## src/rtl/ccd_pattern_gen.sv

```systemverilog
// -----------------------------------------------------------------------------
// ccd_pattern_gen
//
// Synthetic D5M-style sensor source. Produces FVAL/LVAL framing and pixel data
// with the same timing the CCD capture path consumes, so that it can be muxed
// in place of D5M_D/FVAL/LVAL for bring-up and bench tests. The patterns are
// deterministic, so RAW2RGB, the red-pass filter and block_found can be
// exercised without a camera attached.
//
// Frame sequence (one frame):
//   VBLANK : FVAL=0, LVAL=0 for V_BLANK*(H_ACTIVE+H_BLANK) cycles
//   FPORCH : 1 cycle, FVAL=1, LVAL=0; iMODE/iLEVEL captured on entry
//   ACTIVE : H_ACTIVE cycles, FVAL=1, LVAL=1, X = 0..H_ACTIVE-1
//   HBLANK : H_BLANK cycles, FVAL=1, LVAL=0 (between lines only)
//   FEND   : 1 cycle, FVAL=1, LVAL=0; frame counter bumps on exit
//   then VBLANK again, or IDLE when iEND was high during FEND.
//
// Patterns (arithmetic mod 2^DATA_W, max = all ones):
//   mode 0 : x + y + frame_count[7:0]
//   mode 1 : captured iLEVEL
//   mode 2 : 8x8 checker, (x[3]^y[3]) ? max : 0
//   mode 3 : Bayer-green mask, (x[0]^y[0]) ? 0 : max
//
// Build option:
//   CCD_PATTERN_LFSR_EN - when defined, mode 3 becomes LFSR noise: 16-bit
//   Fibonacci LFSR, taps 16,14,13,11, seeded 16'hACE1 on reset and at every
//   FPORCH, advanced once per ACTIVE cycle; a pixel shows the LFSR value
//   before it advances. When undefined no LFSR logic exists.
//
// Parameters:
//   DATA_W   pixel width (4..16)
//   H_ACTIVE active pixels per line (>=2)
//   V_ACTIVE active lines per frame (>=1)
//   H_BLANK  LVAL-low cycles between lines (>=1)
//   V_BLANK  FVAL-low line times between frames (>=1)
//
// Ports:
//   iCLK        in   1       pixel clock, rising edge
//   iRST        in   1       synchronous reset, active-high
//   iSTART      in   1       start continuous frames (sampled in IDLE only)
//   iEND        in   1       stop request, level, sampled during FEND
//   iMODE       in   2       pattern select, captured at FVAL rise
//   iLEVEL      in   DATA_W  solid level for mode 1, captured at FVAL rise
//   oDATA       out  DATA_W  pixel data, 0 whenever oLVAL=0
//   oFVAL       out  1       frame valid
//   oLVAL       out  1       line valid
//   oX_Cont     out  16      column of the current oDATA pixel
//   oY_Cont     out  16      row of the current oDATA pixel
//   oFrame_Cont out  32      completed frames, wraps at 2^32
//   oBUSY       out  1       high in every state except IDLE
// -----------------------------------------------------------------------------
`timescale 1ns/1ps

module ccd_pattern_gen #(
  parameter int DATA_W   = 12,
  parameter int H_ACTIVE = 640,
  parameter int V_ACTIVE = 480,
  parameter int H_BLANK  = 16,
  parameter int V_BLANK  = 2
) (
  input  logic              iCLK,
  input  logic              iRST,
  input  logic              iSTART,
  input  logic              iEND,
  input  logic [1:0]        iMODE,
  input  logic [DATA_W-1:0] iLEVEL,
  output logic [DATA_W-1:0] oDATA,
  output logic              oFVAL,
  output logic              oLVAL,
  output logic [15:0]       oX_Cont,
  output logic [15:0]       oY_Cont,
  output logic [31:0]       oFrame_Cont,
  output logic              oBUSY
);

  // ---------------------------------------------------------------------------
  // Derived constants
  // ---------------------------------------------------------------------------
  localparam int VB_CYCLES = V_BLANK * (H_ACTIVE + H_BLANK);
  // One shared blanking counter serves both VBLANK and HBLANK.
  localparam int CNT_MAX   = (VB_CYCLES > H_BLANK) ? VB_CYCLES : H_BLANK;
  localparam int CNT_W     = $clog2(CNT_MAX + 1);

  localparam logic [CNT_W-1:0]  VB_LAST = CNT_W'(VB_CYCLES - 1);
  localparam logic [CNT_W-1:0]  HB_LAST = CNT_W'(H_BLANK - 1);
  localparam logic [15:0]       X_LAST  = 16'(H_ACTIVE - 1);
  localparam logic [15:0]       Y_LAST  = 16'(V_ACTIVE - 1);
  localparam logic [DATA_W-1:0] PIX_MAX = '1;

  typedef enum logic [2:0] {
    S_IDLE,
    S_VBLANK,
    S_FPORCH,
    S_ACTIVE,
    S_HBLANK,
    S_FEND
  } state_t;

  // ---------------------------------------------------------------------------
  // State and registered outputs
  // ---------------------------------------------------------------------------
  state_t              r_state;
  logic [CNT_W-1:0]    r_cnt;
  logic [15:0]         r_x;
  logic [15:0]         r_y;
  logic [31:0]         r_frame;
  logic [1:0]          r_mode;
  logic [DATA_W-1:0]   r_level;
  logic [DATA_W-1:0]   r_data;
  logic                r_fval;
  logic                r_lval;
  logic                r_busy;

  // Next-state values
  state_t              w_state_nxt;
  logic [CNT_W-1:0]    w_cnt_nxt;
  logic [15:0]         w_x_nxt;
  logic [15:0]         w_y_nxt;
  logic [31:0]         w_frame_nxt;
  logic [1:0]          w_mode_nxt;
  logic [DATA_W-1:0]   w_level_nxt;
  logic [DATA_W-1:0]   w_data_nxt;
  logic                w_fval_nxt;
  logic                w_lval_nxt;
  logic                w_busy_nxt;

  // Pattern datapath
  logic [15:0]         w_ramp;
  logic [DATA_W-1:0]   w_pix;

  // ---------------------------------------------------------------------------
  // Next-state / counter logic
  //
  // Every output register is loaded with the value that belongs to the state
  // being entered, so the outputs line up with r_state cycle for cycle while
  // still coming straight from flops.
  // ---------------------------------------------------------------------------
  always_comb begin
    // NOTE: every variable gets a default before the case so that no path
    // leaves it unassigned; otherwise synthesis infers a latch.
    w_state_nxt = r_state;
    w_cnt_nxt   = r_cnt;
    w_x_nxt     = r_x;
    w_y_nxt     = r_y;
    w_frame_nxt = r_frame;
    w_mode_nxt  = r_mode;
    w_level_nxt = r_level;

    case (r_state)
      S_IDLE: begin
        if (iSTART) begin
          w_state_nxt = S_VBLANK;
          w_cnt_nxt   = '0;
        end
      end

      S_VBLANK: begin
        if (r_cnt == VB_LAST) begin
          // FVAL rises on this edge: restart the raster and capture the
          // pattern controls for the whole frame.
          w_state_nxt = S_FPORCH;
          w_x_nxt     = '0;
          w_y_nxt     = '0;
          w_mode_nxt  = iMODE;
          w_level_nxt = iLEVEL;
        end else begin
          w_cnt_nxt = r_cnt + 1'b1;
        end
      end

      S_FPORCH: begin
        w_state_nxt = S_ACTIVE;
      end

      S_ACTIVE: begin
        if (r_x == X_LAST) begin
          if (r_y == Y_LAST) begin
            w_state_nxt = S_FEND;
          end else begin
            w_state_nxt = S_HBLANK;
            w_cnt_nxt   = '0;
          end
        end else begin
          w_x_nxt = r_x + 16'd1;
        end
      end

      S_HBLANK: begin
        // X/Y keep the last pixel's coordinates during the gap; the row
        // advances as the next line starts.
        if (r_cnt == HB_LAST) begin
          w_state_nxt = S_ACTIVE;
          w_x_nxt     = '0;
          w_y_nxt     = r_y + 16'd1;
        end else begin
          w_cnt_nxt = r_cnt + 1'b1;
        end
      end

      S_FEND: begin
        // A stop request only takes effect here, so a frame is never cut.
        w_frame_nxt = r_frame + 32'd1;
        w_cnt_nxt   = '0;
        w_state_nxt = iEND ? S_IDLE : S_VBLANK;
      end

      default: begin
        w_state_nxt = S_IDLE;
      end
    endcase
  end

  // ---------------------------------------------------------------------------
  // Pattern generation for the pixel about to be presented
  // ---------------------------------------------------------------------------
`ifdef CCD_PATTERN_LFSR_EN
  localparam logic [15:0] LFSR_SEED = 16'hACE1;

  logic [15:0] r_lfsr;
  logic [15:0] w_lfsr_nxt;
  logic        w_lfsr_fb;

  // Taps 16,14,13,11 in 1-based notation.
  assign w_lfsr_fb = r_lfsr[15] ^ r_lfsr[13] ^ r_lfsr[12] ^ r_lfsr[10];

  always_comb begin
    w_lfsr_nxt = r_lfsr;
    if ((r_state == S_VBLANK) && (w_state_nxt == S_FPORCH)) begin
      // Reseed per frame so every frame carries the same noise sequence.
      w_lfsr_nxt = LFSR_SEED;
    end else if (w_state_nxt == S_ACTIVE) begin
      w_lfsr_nxt = {r_lfsr[14:0], w_lfsr_fb};
    end
  end

  always_ff @(posedge iCLK) begin
    if (iRST) begin
      r_lfsr <= LFSR_SEED;
    end else begin
      r_lfsr <= w_lfsr_nxt;
    end
  end
`endif

  // 16-bit wrap keeps the low DATA_W bits exact, which is all mode 0 needs.
  assign w_ramp = w_x_nxt + w_y_nxt + {8'd0, r_frame[7:0]};

  always_comb begin
    w_pix = '0;
    case (w_mode_nxt)
      2'd0: w_pix = w_ramp[DATA_W-1:0];
      2'd1: w_pix = w_level_nxt;
      2'd2: w_pix = (w_x_nxt[3] ^ w_y_nxt[3]) ? PIX_MAX : '0;
`ifdef CCD_PATTERN_LFSR_EN
      // Pixel shows the register before the advance loaded on this edge.
      2'd3: w_pix = r_lfsr[DATA_W-1:0];
`else
      2'd3: w_pix = (w_x_nxt[0] ^ w_y_nxt[0]) ? '0 : PIX_MAX;
`endif
      default: w_pix = '0;
    endcase
  end

  // ---------------------------------------------------------------------------
  // Output decode for the state being entered
  // ---------------------------------------------------------------------------
  always_comb begin
    w_lval_nxt = (w_state_nxt == S_ACTIVE);
    w_fval_nxt = (w_state_nxt inside {S_FPORCH, S_ACTIVE, S_HBLANK, S_FEND});
    w_busy_nxt = (w_state_nxt != S_IDLE);
    w_data_nxt = w_lval_nxt ? w_pix : '0;
  end

  // ---------------------------------------------------------------------------
  // Registers
  // ---------------------------------------------------------------------------
  always_ff @(posedge iCLK) begin
    // NOTE: sequential state uses non-blocking assignments so every flop
    // samples the pre-edge values, independent of statement order.
    if (iRST) begin
      r_state <= S_IDLE;
      r_cnt   <= '0;
      r_x     <= '0;
      r_y     <= '0;
      r_frame <= '0;
      r_mode  <= '0;
      r_level <= '0;
      r_data  <= '0;
      r_fval  <= 1'b0;
      r_lval  <= 1'b0;
      r_busy  <= 1'b0;
    end else begin
      r_state <= w_state_nxt;
      r_cnt   <= w_cnt_nxt;
      r_x     <= w_x_nxt;
      r_y     <= w_y_nxt;
      r_frame <= w_frame_nxt;
      r_mode  <= w_mode_nxt;
      r_level <= w_level_nxt;
      r_data  <= w_data_nxt;
      r_fval  <= w_fval_nxt;
      r_lval  <= w_lval_nxt;
      r_busy  <= w_busy_nxt;
    end
  end

  assign oDATA       = r_data;
  assign oFVAL       = r_fval;
  assign oLVAL       = r_lval;
  assign oX_Cont     = r_x;
  assign oY_Cont     = r_y;
  assign oFrame_Cont = r_frame;
  assign oBUSY       = r_busy;

endmodule

```

## config.mk

```make
export PLATFORM = sky130hd
export DESIGN_NAME = ccd_pattern_gen
export DESIGN_NICKNAME = d
export VERILOG_FILES = /design/src/rtl/ccd_pattern_gen.sv
export SDC_FILE = /design/constraint.sdc
export NUM_CORES = 1
export LEC_CHECK = 0
export BUFFER_PORTS_ARGS = -buffer_cell sky130_fd_sc_hd__clkbuf_2
export CORE_MARGIN = 4
export CORE_UTILIZATION = 58
export CTS_BUF_LIST = sky130_fd_sc_hd__clkbuf_8
export DETAILED_ROUTE_END_ITERATION = 7
export HOLD_SLACK_MARGIN = 0.1
export PLACE_DENSITY = 0.91
export REMOVE_ABC_BUFFERS = 1
export SETUP_SLACK_MARGIN = 0.3
export SLEW_MARGIN = 40
export SYNTH_ARGS = -nofsm -noshare
export SYNTH_HDL_FRONTEND = slang
export SYNTH_SLANG_ARGS = --single-unit
```

## constraint.sdc

```tcl
create_clock -name iCLK -period 5 [get_ports iCLK]
set_input_delay 0.75 -clock iCLK [delete_from_list [all_inputs] [get_ports iCLK]]
set_output_delay 0.75 -clock iCLK [all_outputs]
set_load 0.01 [all_outputs]
```

==> After elaboration in Yosys (flattened, before gate mapping) <==
Cells that the tools add are included.
{ "word_totals": {"input_bits": 18, "mem_bits_ro": 0, "n_memories": 0, "latchBits": 0, "out_inout_bits": 79, "ram_bits": 0, "word_cells": 75, "ff_bits": 107} }
{ "op_classes": {"reduce_logical": 7, "shift": 0, "multipliers": 0, "n_eq_ne": 21, "n_lt_le_gt_ge": 0, "div_mod_pow": 0, "bitwise": 3, "addsub": 6, "n_mux": 27} }
{ "op_table": {"columns": ["op", "count"], "rows": [
  ["$mux W16", 5],
  ["$mux W11", 5],
  ["$pmux W11 S5", 1],
  ["$mux W12", 4],
  ["$pmux W12 S4", 1],
  ["$pmux W16 S3", 1],
  ["$add A16 B1 Y16 const B", 2],
  ["$add A32 B1 Y32 const B", 1],
  ["$pmux W16 S2", 1],
  ["$pmux W3 S6", 1],
  ["$eq A16 B10 Y1 const B", 1],
  ["$eq A16 B9 Y1 const B", 1],
  ["$add A12 B12 Y12", 1],
  ["$add A12 B8 Y12", 1],
  ["$eq A3 B2 Y1 const B", 4],
  ["$eq A3 B3 Y1 const B", 4],
  ["$mux W3", 4],
  ["$add A11 B1 Y11 const B", 1],
  ["$eq A11 B11 Y1 const B", 1],
  ["$eq A11 B4 Y1 const B", 1],
  ["$ne A2 B2 Y1 const B", 5],
  ["$reduce_and A6 Y1", 1],
  ["$reduce_bool A5 Y1", 1],
  ["$eq A2 B2 Y1 const B", 2],
  ["other kinds (11)", 14]
]} }

==> Logic depth before layout (Yosys ltp) <==
{ "depth": {"word_depth": 7, "ltp_mapped": 20, "depth_no_buf": 19} }

==> Worst setup path after synthesis <==
OpenSTA, ideal clock, no wires.
{ "synth_timing": {"path_kind": "register -> register", "from": "register r_x[0], in the netlist oX_Cont[0]", "to": "register r_data[11], in the netlist oDATA[11]", "path_slack_ns": 0.919, "stages_incl_launch_ff": 18, "n_path_buf": 0, "t_required_ns": 4.926, "setup_ns": 0.074, "arrival_time_ns": 4.007, "cell_sequence": "dfxtp_1 -> ha_1 -> nand4_1 -> or2_2 -> o21ai_2 -> a21oi_1 -> or2_2 -> fa_1 -> inv_1 -> ha_1 -> nor2b_1 -> o21a_1 -> o31ai_1 -> a21oi_1 -> a31oi_1 -> xnor2_1 -> nand3_1 -> a31oi_1"} }
{ "synth_between": {"elab_chain_len": 6} }
{ "synth_lines": {"columns": ["item", "line", "text"], "rows": [
  ["from (decl)", "104", "logic [15:0] r_x;"],
  ["from (signal assigned)", "295", "r_x <= w_x_nxt;"],
  ["$add A16 B1 Y16 / $eq A16 B10 Y1 (equally long branches)", "184, 176", null],
  ["$mux W16 / $mux W3 (equally long branches)", "176", "if (r_x == X_LAST) begin"],
  ["$pmux W16 S3 / $pmux W3 S6 (equally long branches)", "149", "case (r_state)"],
  ["$add A12 B12 Y12 (tied with other cells)", "246", "assign w_ramp = w_x_nxt + w_y_nxt + {8'd0, r_frame[7:0]};"],
  ["$add A12 B8 Y12 (tied with other cells)", "246", null],
  ["$pmux W12 S4 / $reduce_or A2 Y1 (equally long branches)", null, null],
  ["to (signal assigned)", "300", "r_data <= w_data_nxt;"],
  ["to (decl)", "109", "logic [DATA_W-1:0] r_data;"]
]} }
Parallel ways exist; a longest one is shown, timed or not.
A chain may end at the register's enable or synchronous reset.

==> Worst setup path in the final report <==
Ends and elaborated chain as after synthesis.

==> flow_summary.json <==
{
  "worstPathRequired_ps": 5290,
  "slew_violations": 0,
  "p_leak_uw": 0.00282,
  "track_usage_pct": 26.6,
  "clock_skew_ps": 11.6,
  "dp.cells": 878,
  "hp-start": "r_level[10]",
  "cts_buffers": 9,
  "via_count": 5383,
  "drtAntennaViolNets": 0,
  "root_buffer": "clkbuf_8",
  "worstPathCellList": "ha_1, nand4_1, or2_2, o21ai_4, a21oi_1, or2_2, fa_1, inv_1, ha_1, nor2b_1, o21a_1, o31ai_1, a21oi_1, a31oi_1, xnor2_1, nand3_1, a31oi_1",
  "pin_count": 97,
  "antenna_found_initial": 0,
  "core_um2": 9420,
  "final_cell_mix": "dfxtp_1 (107), clkbuf_2 (96), nor2_1 (92), nand2_1 (58), a21oi_1 (43)",
  "viasPerCell": 6.01,
  "synth_fa_ha_area_share_pct": 6.90,
  "worstSetupPathType": "flip-flop to flip-flop",
  "maxCapViolCount": 0,
  "synth-compound-area-share_pct": 13.5,
  "grt_pass1_vias": 5151,
  "holdPathEnd": "r_level[10]",
  "clockBufferDepth": 2,
  "path_clk_slew_ps": 100,
  "crit_fanout": 10,
  "synth-seq-cells": 107,
  "routabilityCongestion": 0.907,
  "port-buffer-count": 96,
  "power_frac_comb_pct": 2.4,
  "stdcell_count": 895,
  "clkLatencyLatePin_ps": 370,
  "p_switching_uw": 323,
  "route.detailed.drc": 0,
  "routed_wl_um": 15200,
  "syn_inst": 672,
  "grt_pass1_wl_um": 24700,
  "nets": 805,
  "final-hold-violation-count": 0,
  "dieArea_um2": 11500,
  "ys_types": 62,
  "die_w_um": 107,
  "synth_area_per_cell_um2": 8.47,
  "ys_seq_area_share_pct": 37.6,
  "hold-worst-slack_ps": 500,
  "start_util_pct": 60.4,
  "synth_warnings": 0,
  "diodes": 0,
  "core.rowCount": 35,
  "synthTopCellsByArea": "dfxtp_1 (38%), nor2_1 (6.1%), xnor2_1 (4.0%)",
  "p_sw_share_pct": 21.2,
  "status": "complete, no violations",
  "worst-path-stages": 17,
  "fin_crit_ps": 4570,
  "rsz0062_at_grt": "yes",
  "cp_slowest_cell": "fa_1",
  "clkPwrFrac_pct": 41.3,
  "synth_top_area_share_pct": 37.6,
  "fmax_mhz": 219,
  "fp.dieH_um": 107,
  "synth-main-ff-cell": "dfxtp_1",
  "synth_top_family_by_area": "simple AND/OR/NAND/NOR gates",
  "drive_gt1_share_pct": 18.5,
  "cts_sinks": 107,
  "worst_setup_path_start_kind": "flip-flop",
  "cts_tree": "built",
  "crit_family": "compound AO/OA/AOI/OAI gates",
  "reg2reg_slack_ps": 430,
  "netlist_area_um2": 5690,
  "rr_worst_depth": 17,
  "powerDensity_nw_per_um2": 233,
  "crit_buf_inv": 1,
  "hp-class": "flip-flop to flip-flop",
  "synth-xor-area-share_pct": 7.78,
  "r2r-start": "oX_Cont[0]",
  "hold_buffers": 0,
  "endpoint_kind": "flip-flop",
  "whs_path_depth": 2,
  "overflow": 0,
  "p_int_uw": 1200,
  "relSlewSlack_pct": 48.2,
  "drt_iter0_markers": 486,
  "drtPass1Iterations": 7,
  "async_reset_ff_share_pct": 0,
  "sequentialPowerShare_pct": 56.4,
  "area_delta_synth_final_pct": 14.6,
  "synth_area_leader_cell": "dfxtp_1",
  "tightest_slew_ps": 771,
  "grt_start_max_net_pins": 82,
  "synth_mux_area_share_pct": 3.36,
  "finalSetupViolCount": 0,
  "avgRoutedWirePerCell_um": 17.0,
  "synth-simple-area-share_pct": 26.7,
  "rr_endpoint": "oDATA[11]",
  "htreeDepth": 3,
  "min_period_over_period_pct": 91.3,
  "crit_arrival_ps": 4860,
  "setup-tns-final_ps": 0,
  "synth-edff-count": 0,
  "dp.final_hpwl_um": 11200,
  "max_stage_delay_ps": 500,
  "ir_worst_vdd_mv": 0.159,
  "final_common_cell": "dfxtp_1"
}
## through the flow
step | setup slack (ps) | instance area, um^2 | utilization (%) | power [uW]
CTS | 366 | 6500 | 69.1 | 1530
finish | 434 | 6520 | 69.3 | 1520
detailed placement | 466 | 6260 | 66.5 | 914
global route | 246 | 6520 | 69.3 | 1570
floorplan | 902 | 5590 | - | 892
global placement | 716 | 6260 | 66.5 | 912
## what timing repair did
action | CTS | global route
setup endpoints to repair | 0 | 3
setup buffers | 0 | 1
resized for setup | 0 | 2
## flip-flops by register name, summed over array words and instances (netlist names)
signal       flops
r_mode           2
oBUSY            1
oDATA           12
r_level         12
r_state          3
oFVAL            1
oFrame_Cont     32
oLVAL            1
oX_Cont         16
oY_Cont         16
r_cnt           11
## worst reg2reg max path: cells and delay by family, from the launching register on
| family | cells | cell delay (ps) |
|---|---|---|
| adders and majority gates | 3 | 1050 |
| and+or+nand+nor | 5 | 1190 |
| AOI/OAI and AO/OA | 7 | 1620 |
| xor gates and xnor gates | 1 | 140 |
| buffers and inverters | 1 | 50 |
| DFF | 1 | 440 |
## how the worst max path moves through the flow
stage	slack, ps	end	from
2_1_floorplan	900	oDATA[11]	oX_Cont[0]
3_3_place_gp	720	oDATA[11]	oX_Cont[0]
3_5_place_dp	470	oDATA[11]	oX_Cont[0]
4_1_cts	370	oDATA[11]	oX_Cont[0]
5_1_grt	250	oDATA[11]	oX_Cont[0]
6_report	430	oDATA[11]	oX_Cont[0]
## final cells by class
cell class              count  area [um^2]
clock buffers               9          124
clock inverters             7          115
fillers                   715         2890
inverters                  36          135
multi-input cells         506         3320
flip-flops and latches    107         2140
well taps                 129          161
repair buffers            101          522
## cells in the mapped netlist, types with 4 or more instances
cell,count
o21a_1,10
ha_1,17
nor4_1,4
nor3_1,14
xnor2_1,26
o31ai_1,6
buf_2,6
nand2_1,58
nor2b_1,13
o21ai_0,28
dfxtp_1,107
o22ai_1,4
fa_1,9
o211ai_1,6
and3_1,13
or2_2,5
nor2_1,92
mux2i_1,18
nand3_1,24
inv_1,36
xor2_1,22
nand4_1,22
clkbuf_1,15
nor3_2,4
and4_1,4
or3_1,10
a31oi_1,4
a21oi_1,43
## cells by family (layout without fill, tap and decap cells)
logic type | Yosys count | in the layout
and+or+nand+nor | 291 | 291
AOI/OAI and AO/OA | 121 | 121
DFF | 107 | 107
buffers and inverters | 59 | 153
xor gates and xnor gates | 49 | 49
adders and majority gates | 26 | 26
muxes | 19 | 19
## layer usage
metal | part of all wire [%] | vias up | routed length [um] | track usage (%)
li1 | - | 2525 | - | -
met1 | 39 | 2565 | 5920 | 31.8
met2 | 51 | 242 | 7690 | 45.1
met3 | 6.6 | 51 | 999 | 5.12
met4 | 3.7 | 0 | 567 | 13.6
met5 | 0 | - | 0 | 0
## power groups by stage
stage / Sequential [uW] / Clock (uW) / Combinational [uW]
5_1_grt: 859 / 671 / 40.7
6_report: 858 / 628 / 36.2
3_3_place_gp: 877 / 0 / 34.9
3_5_place_dp: 878 / 0 / 35.7
2_1_floorplan: 877 / 0 / 15.0
4_1_cts: 858 / 639 / 36.1
(Power assumes the default switching activity.)
